File: src/rtl/uart_resp_tx_if.sv
// Response handshake between the command processor and the response transmitter.
interface uart_resp_tx_if;
    logic [15:0] resp;
    logic        send_resp;
    logic        tx_busy;
    logic        resp_sent;

    modport master (output resp, output send_resp, input tx_busy, input resp_sent);
    modport slave  (input resp, input send_resp, output tx_busy, output resp_sent);
endinterface

File: src/rtl/uart_resp_tx.sv
// Serializes a 16-bit response as two back-to-back 8N1 frames, low byte first.
//
// state     | meaning
// IDLE      | line idle high, waiting for send_resp
// LOW_BYTE  | shifting start, resp[7:0], stop
// HIGH_BYTE | shifting start, resp[15:8], stop
module uart_resp_tx #(
    parameter int BAUD_DIV = 2604
) (
    input  logic            clk,
    input  logic            rst_n,
    uart_resp_tx_if.slave   bus,
    output logic            TX
);

    typedef enum logic [1:0] {
        IDLE      = 2'd0,
        LOW_BYTE  = 2'd1,
        HIGH_BYTE = 2'd2
    } state_t;

    localparam logic [11:0] BAUD_LAST = 12'(BAUD_DIV - 1);
    localparam logic [3:0]  LAST_BIT  = 4'd9;

    state_t      state, state_nx;
    logic [15:0] hold, hold_nx;
    logic [9:0]  shreg, shreg_nx;
    logic [11:0] baud_cnt, baud_cnt_nx;
    logic [3:0]  bit_cnt, bit_cnt_nx;
    logic        busy, busy_nx;
    logic        sent, sent_nx;
    logic        baud_wrap;

    assign baud_wrap     = (baud_cnt == BAUD_LAST);
    assign TX            = shreg[0];
    assign bus.tx_busy   = busy;
    assign bus.resp_sent = sent;

    always_ff @(posedge clk) begin
        if (!rst_n) begin
            state    <= IDLE;
            hold     <= '0;
            shreg    <= '1;
            baud_cnt <= '0;
            bit_cnt  <= '0;
            busy     <= 1'b0;
            sent     <= 1'b0;
        end else begin
            state    <= state_nx;
            hold     <= hold_nx;
            shreg    <= shreg_nx;
            baud_cnt <= baud_cnt_nx;
            bit_cnt  <= bit_cnt_nx;
            busy     <= busy_nx;
            sent     <= sent_nx;
        end
    end

    always_comb begin
        state_nx    = state;
        hold_nx     = hold;
        shreg_nx    = shreg;
        baud_cnt_nx = baud_cnt;
        bit_cnt_nx  = bit_cnt;
        busy_nx     = busy;
        sent_nx     = sent;

        case (state)
            IDLE: begin
                if (bus.send_resp) begin
                    hold_nx     = bus.resp;
                    shreg_nx    = {1'b1, bus.resp[7:0], 1'b0};
                    baud_cnt_nx = '0;
                    bit_cnt_nx  = '0;
                    busy_nx     = 1'b1;
                    sent_nx     = 1'b0;
                    state_nx    = LOW_BYTE;
                end
            end

            LOW_BYTE, HIGH_BYTE: begin
                if (!baud_wrap) begin
                    baud_cnt_nx = baud_cnt + 12'd1;
                end else begin
                    baud_cnt_nx = '0;
                    if (bit_cnt != LAST_BIT) begin
                        shreg_nx   = {1'b1, shreg[9:1]};
                        bit_cnt_nx = bit_cnt + 4'd1;
                    end else begin
                        bit_cnt_nx = '0;
                        // High-byte start bit begins on the same edge the low stop bit ends.
                        if (state == LOW_BYTE) begin
                            shreg_nx = {1'b1, hold[15:8], 1'b0};
                            state_nx = HIGH_BYTE;
                        end else begin
                            shreg_nx = '1;
                            busy_nx  = 1'b0;
                            sent_nx  = 1'b1;
                            state_nx = IDLE;
                        end
                    end
                end
            end

            default: begin
                shreg_nx = '1;
                busy_nx  = 1'b0;
                state_nx = IDLE;
            end
        endcase
    end

endmodule

File: src/flat_wrapper.sv
// flat-port wrapper written by rule: the top's interface ports become plain ports
module uart_resp_tx_flat 
#(
    parameter int BAUD_DIV = 2604
)
  (clk, rst_n, TX, bus_resp, bus_send_resp, bus_tx_busy, bus_resp_sent);
  uart_resp_tx_if bus_i ();
  input  logic clk;
  input  logic rst_n;
  output logic TX;
  input wire logic [$bits(bus_i.resp)-1:0] bus_resp;
  input wire logic [$bits(bus_i.send_resp)-1:0] bus_send_resp;
  output wire logic [$bits(bus_i.tx_busy)-1:0] bus_tx_busy;
  output wire logic [$bits(bus_i.resp_sent)-1:0] bus_resp_sent;
  assign bus_i.resp = bus_resp;
  assign bus_i.send_resp = bus_send_resp;
  assign bus_tx_busy = bus_i.tx_busy;
  assign bus_resp_sent = bus_i.resp_sent;
  uart_resp_tx #(.BAUD_DIV(BAUD_DIV)) u_core (.clk(clk), .rst_n(rst_n), .bus(bus_i), .TX(TX));
endmodule
File: config.mk
export PLATFORM = sky130hd
export DESIGN_NAME = uart_resp_tx_flat
export DESIGN_NICKNAME = d
export VERILOG_FILES = /design/src/rtl/uart_resp_tx_if.sv /design/src/rtl/uart_resp_tx.sv /design/src/flat_wrapper.sv
export SDC_FILE = /design/constraint.sdc
export NUM_CORES = 1
export LEC_CHECK = 0
export CORE_MARGIN = 5
export CORE_UTILIZATION = 60
export CTS_CLUSTER_DIAMETER = 50
export DETAILED_ROUTE_END_ITERATION = 12
export PLACE_DENSITY_LB_ADDON = 0.12
export SYNTH_ARGS = -nofsm -noshare
export SYNTH_HDL_FRONTEND = slang
export SYNTH_SLANG_ARGS = --single-unit
File: constraint.sdc
create_clock -name clk -period 5.5 [get_ports clk]
set_clock_uncertainty 0.1 [all_clocks]
set_input_delay 0.55 -clock clk [delete_from_list [all_inputs] [get_ports clk]]
set_output_delay 0.55 -clock clk [all_outputs]
set_load 0.05 [all_outputs]
==> results.toml <==
[outcome]
status = "finished, final reports clean"

[synth]
syn_area_um2 = 1970
yosys_register_bits = 37
ys_warn_count = 0
avgSynthCellArea_um2 = 8.58
synth_edf_count = 0
syn_inst = 230
async_flop_share_pct = 0
synth_nets = 257
ys_seq_area_share_pct = 37.5
synth_cell_types = 43
ys.flop_type = "dfxtp_1"

[clock_tree]
cts_setup_buffers = 0
cts_hold_buf = 0
clk_path_buf_depth = 2
clkLatencyLatePin_ns = 0.33
cts-resized-gates = 0
cts_max_level = 2
root_buffer = "clkbuf_4"
numClockSinks = 37
cts_tree = "done"
cts_buffers = 5
clkTransAtPathRegs_ns = 0.10

[sta]
fin_crit_ns = 2.72
fmax_mhz = 368
tightestPinTransition_ns = 0.704
rsz0062_at_grt = "no"
slew_violations = 0
finalHoldViolCount = 0
slew_headroom_pct = 53.1
post-route-period-util_pct = 49.4
tns_ns = 0
finalSetupViolations = 0
hold_ws_ns = 0.360

[floorplanning]
start_util_pct = 63.6
die_height_um = 67.3
rows = 20
die-area_um2 = 4540
io_pins = 22
die_w_um = 67.3
core_um2 = 3100

[finish]
antenna_cells = 0
fin_nets = 270
area_growth_pct = 12.6
drive_gt1_share_pct = 6.61
utilization_pct = 71.6

[global_route]
grt_pass1_vias = 1685
grt_max_degree = 26
overflow = 0
grt_usage_pct = 21.2
antenna_found_initial = 0
grt_first_pass_wirelength_um = 7450

[worst_setup_path]
cp_max_fo = 21
path_buf_inv = 1
reg2regPathDepth = 6
cpMaxStageDelayCell = "or4_1"
crit_arrival_ns = 2.88
cp_top_family = "simple AND/OR/NAND/NOR gates"
path_cells = "inv_1 > ha_1 > nor2b_1 > or4_1 > or3_1 > a21oi_1"
critPathKind = "reg2reg"
worstSetupPathDepth = 6
cp.required_ns = 5.67
cpPeakStageDelay_ns = 0.66
cp-end-kind = "register"
critical_path.startpoint_type = "register"

[hold_path]
holdPathStages = 2
hold_class = "reg2reg"

[route]
wirelength_um = 4340
first_iter_violations = 127
ant_nets = 0
viasPerCell = 6.13
post_drt_wl_per_cell_um = 15.2
drc_errors = 0
dr_total_vias = 1752
first_pass_iters = 5

[place]
numPortBuffers = 21
dp_hpwl_um = 3140
gp_congestion = 0.841

[pwr]
power_leakage_nw = 0.741
ir_worst_vdd_mv = 0.376
p_per_area_nw_per_um2 = 422

[flow_run]
maxCapViolations = 0
==> synth_stat cells (all sizes together) (6+ instances only) <==
master  number  area (um2)
dfxtp       37         741
a21oi       20         100
nand3       20         100
nand2       17        63.8
nor2        17        63.8
clkbuf      12        45.0
nand2b      11        68.8
o21ai       10        53.8
a221oi       8        70.1
ha           8         100
mux2i        8        80.1
mux2         7        78.8
nand3b       6        45.0
==> path summary, 6_finish.rpt <==
kind,from,to,slack (ns)
worst min-delay path,u_core.hold[14],u_core.hold[14],0.36
worst min register to register,u_core.hold[14],u_core.hold[14],0.36
worst max register to register,u_core.state[0],u_core.baud_cnt[9],2.78
worst max-delay path,u_core.state[0],u_core.baud_cnt[9],2.78
==> final cells by class <==
cell class | instances | area, um2
Clock inverter | 1 | 5.00
Clock buffer | 5 | 37.5
Inverter | 4 | 15.0
Multi-Input combinational cell | 174 | 1160
Timing Repair Buffer | 21 | 210
Sequential cell | 37 | 741
Fill cell | 283 | 881
Tap cell | 44 | 55.1
==> cell families after synthesis <==
kind of cell	share of synthesized area (%)
simple gates	27.3
compound gates	16.1
flops	37.5
buf+inv	3.74
mux	8.05
fa+ha+maj	5.07
xor+xnor	2.22
==> cell usage in the layout (no fill, tap or decap), types with 4 or more instances in the layout <==
master / Yosys / routed
dfxtp_1: 37 / 37
clkdlybuf4s50_1: 0 / 21
nand3_1: 20 / 20
a21oi_1: 20 / 20
nor2_1: 17 / 17
nand2_1: 17 / 17
nand2b_1: 11 / 11
a221oi_1: 8 / 8
mux2i_1: 8 / 8
o21ai_0: 8 / 8
ha_1: 8 / 8
mux2_2: 7 / 7
nand3b_1: 6 / 6
or4_1: 5 / 5
clkbuf_4: 0 / 5
xnor2_1: 4 / 4
==> worst register-to-register path: cells and delay by family, from the launching register on <==
family / cells / cell delay (ns)
flops: 1 / 0.42
simple gates: 3 / 1.42
compound gates: 1 / 0.16
buf+inv: 1 / 0.10
fa+ha+maj: 1 / 0.46
==> flip-flops by register name, indices dropped and copies added (netlist names) <==
| register | flops |
|---|---|
| u_core.hold | 8 |
| u_core.baud_cnt | 12 |
| u_core.state | 2 |
| u_core.bit_cnt | 4 |
| u_core.bus.tx_busy | 1 |
| u_core.bus.resp_sent | 1 |
| u_core.shreg | 9 |
==> metrics by stage <==
stage	worst slack [ns]	instance area [um2]	cells	power [mW]
final	2.78	2220	286	0.937
after global routing	2.60	2220	286	1.01
after CTS	2.79	2220	286	0.937
after detailed placement	2.65	2180	280	0.810
after global placement	2.75	2180	280	0.787
after floorplan	3.46	1970	230	0.713
==> metal layers <==
metal  global-route usage [%]  routed length, um  vias to the layer above
li1                         -                  -                      870
met1                     28.0               2040                      835
met2                     35.1               2060                       41
met3                     4.99                212                        6
met4                     4.30                 34                        0
met5                        0                  0                        -
==> where the power goes <==
part / switching (mW) / total [mW] / internal [mW]
logic: 0.273 / 0.446 / 0.172
registers: 0.0357 / 0.362 / 0.326
clock network: 0.0857 / 0.130 / 0.0444
Note: power is estimated with default switching activity, not from simulation.
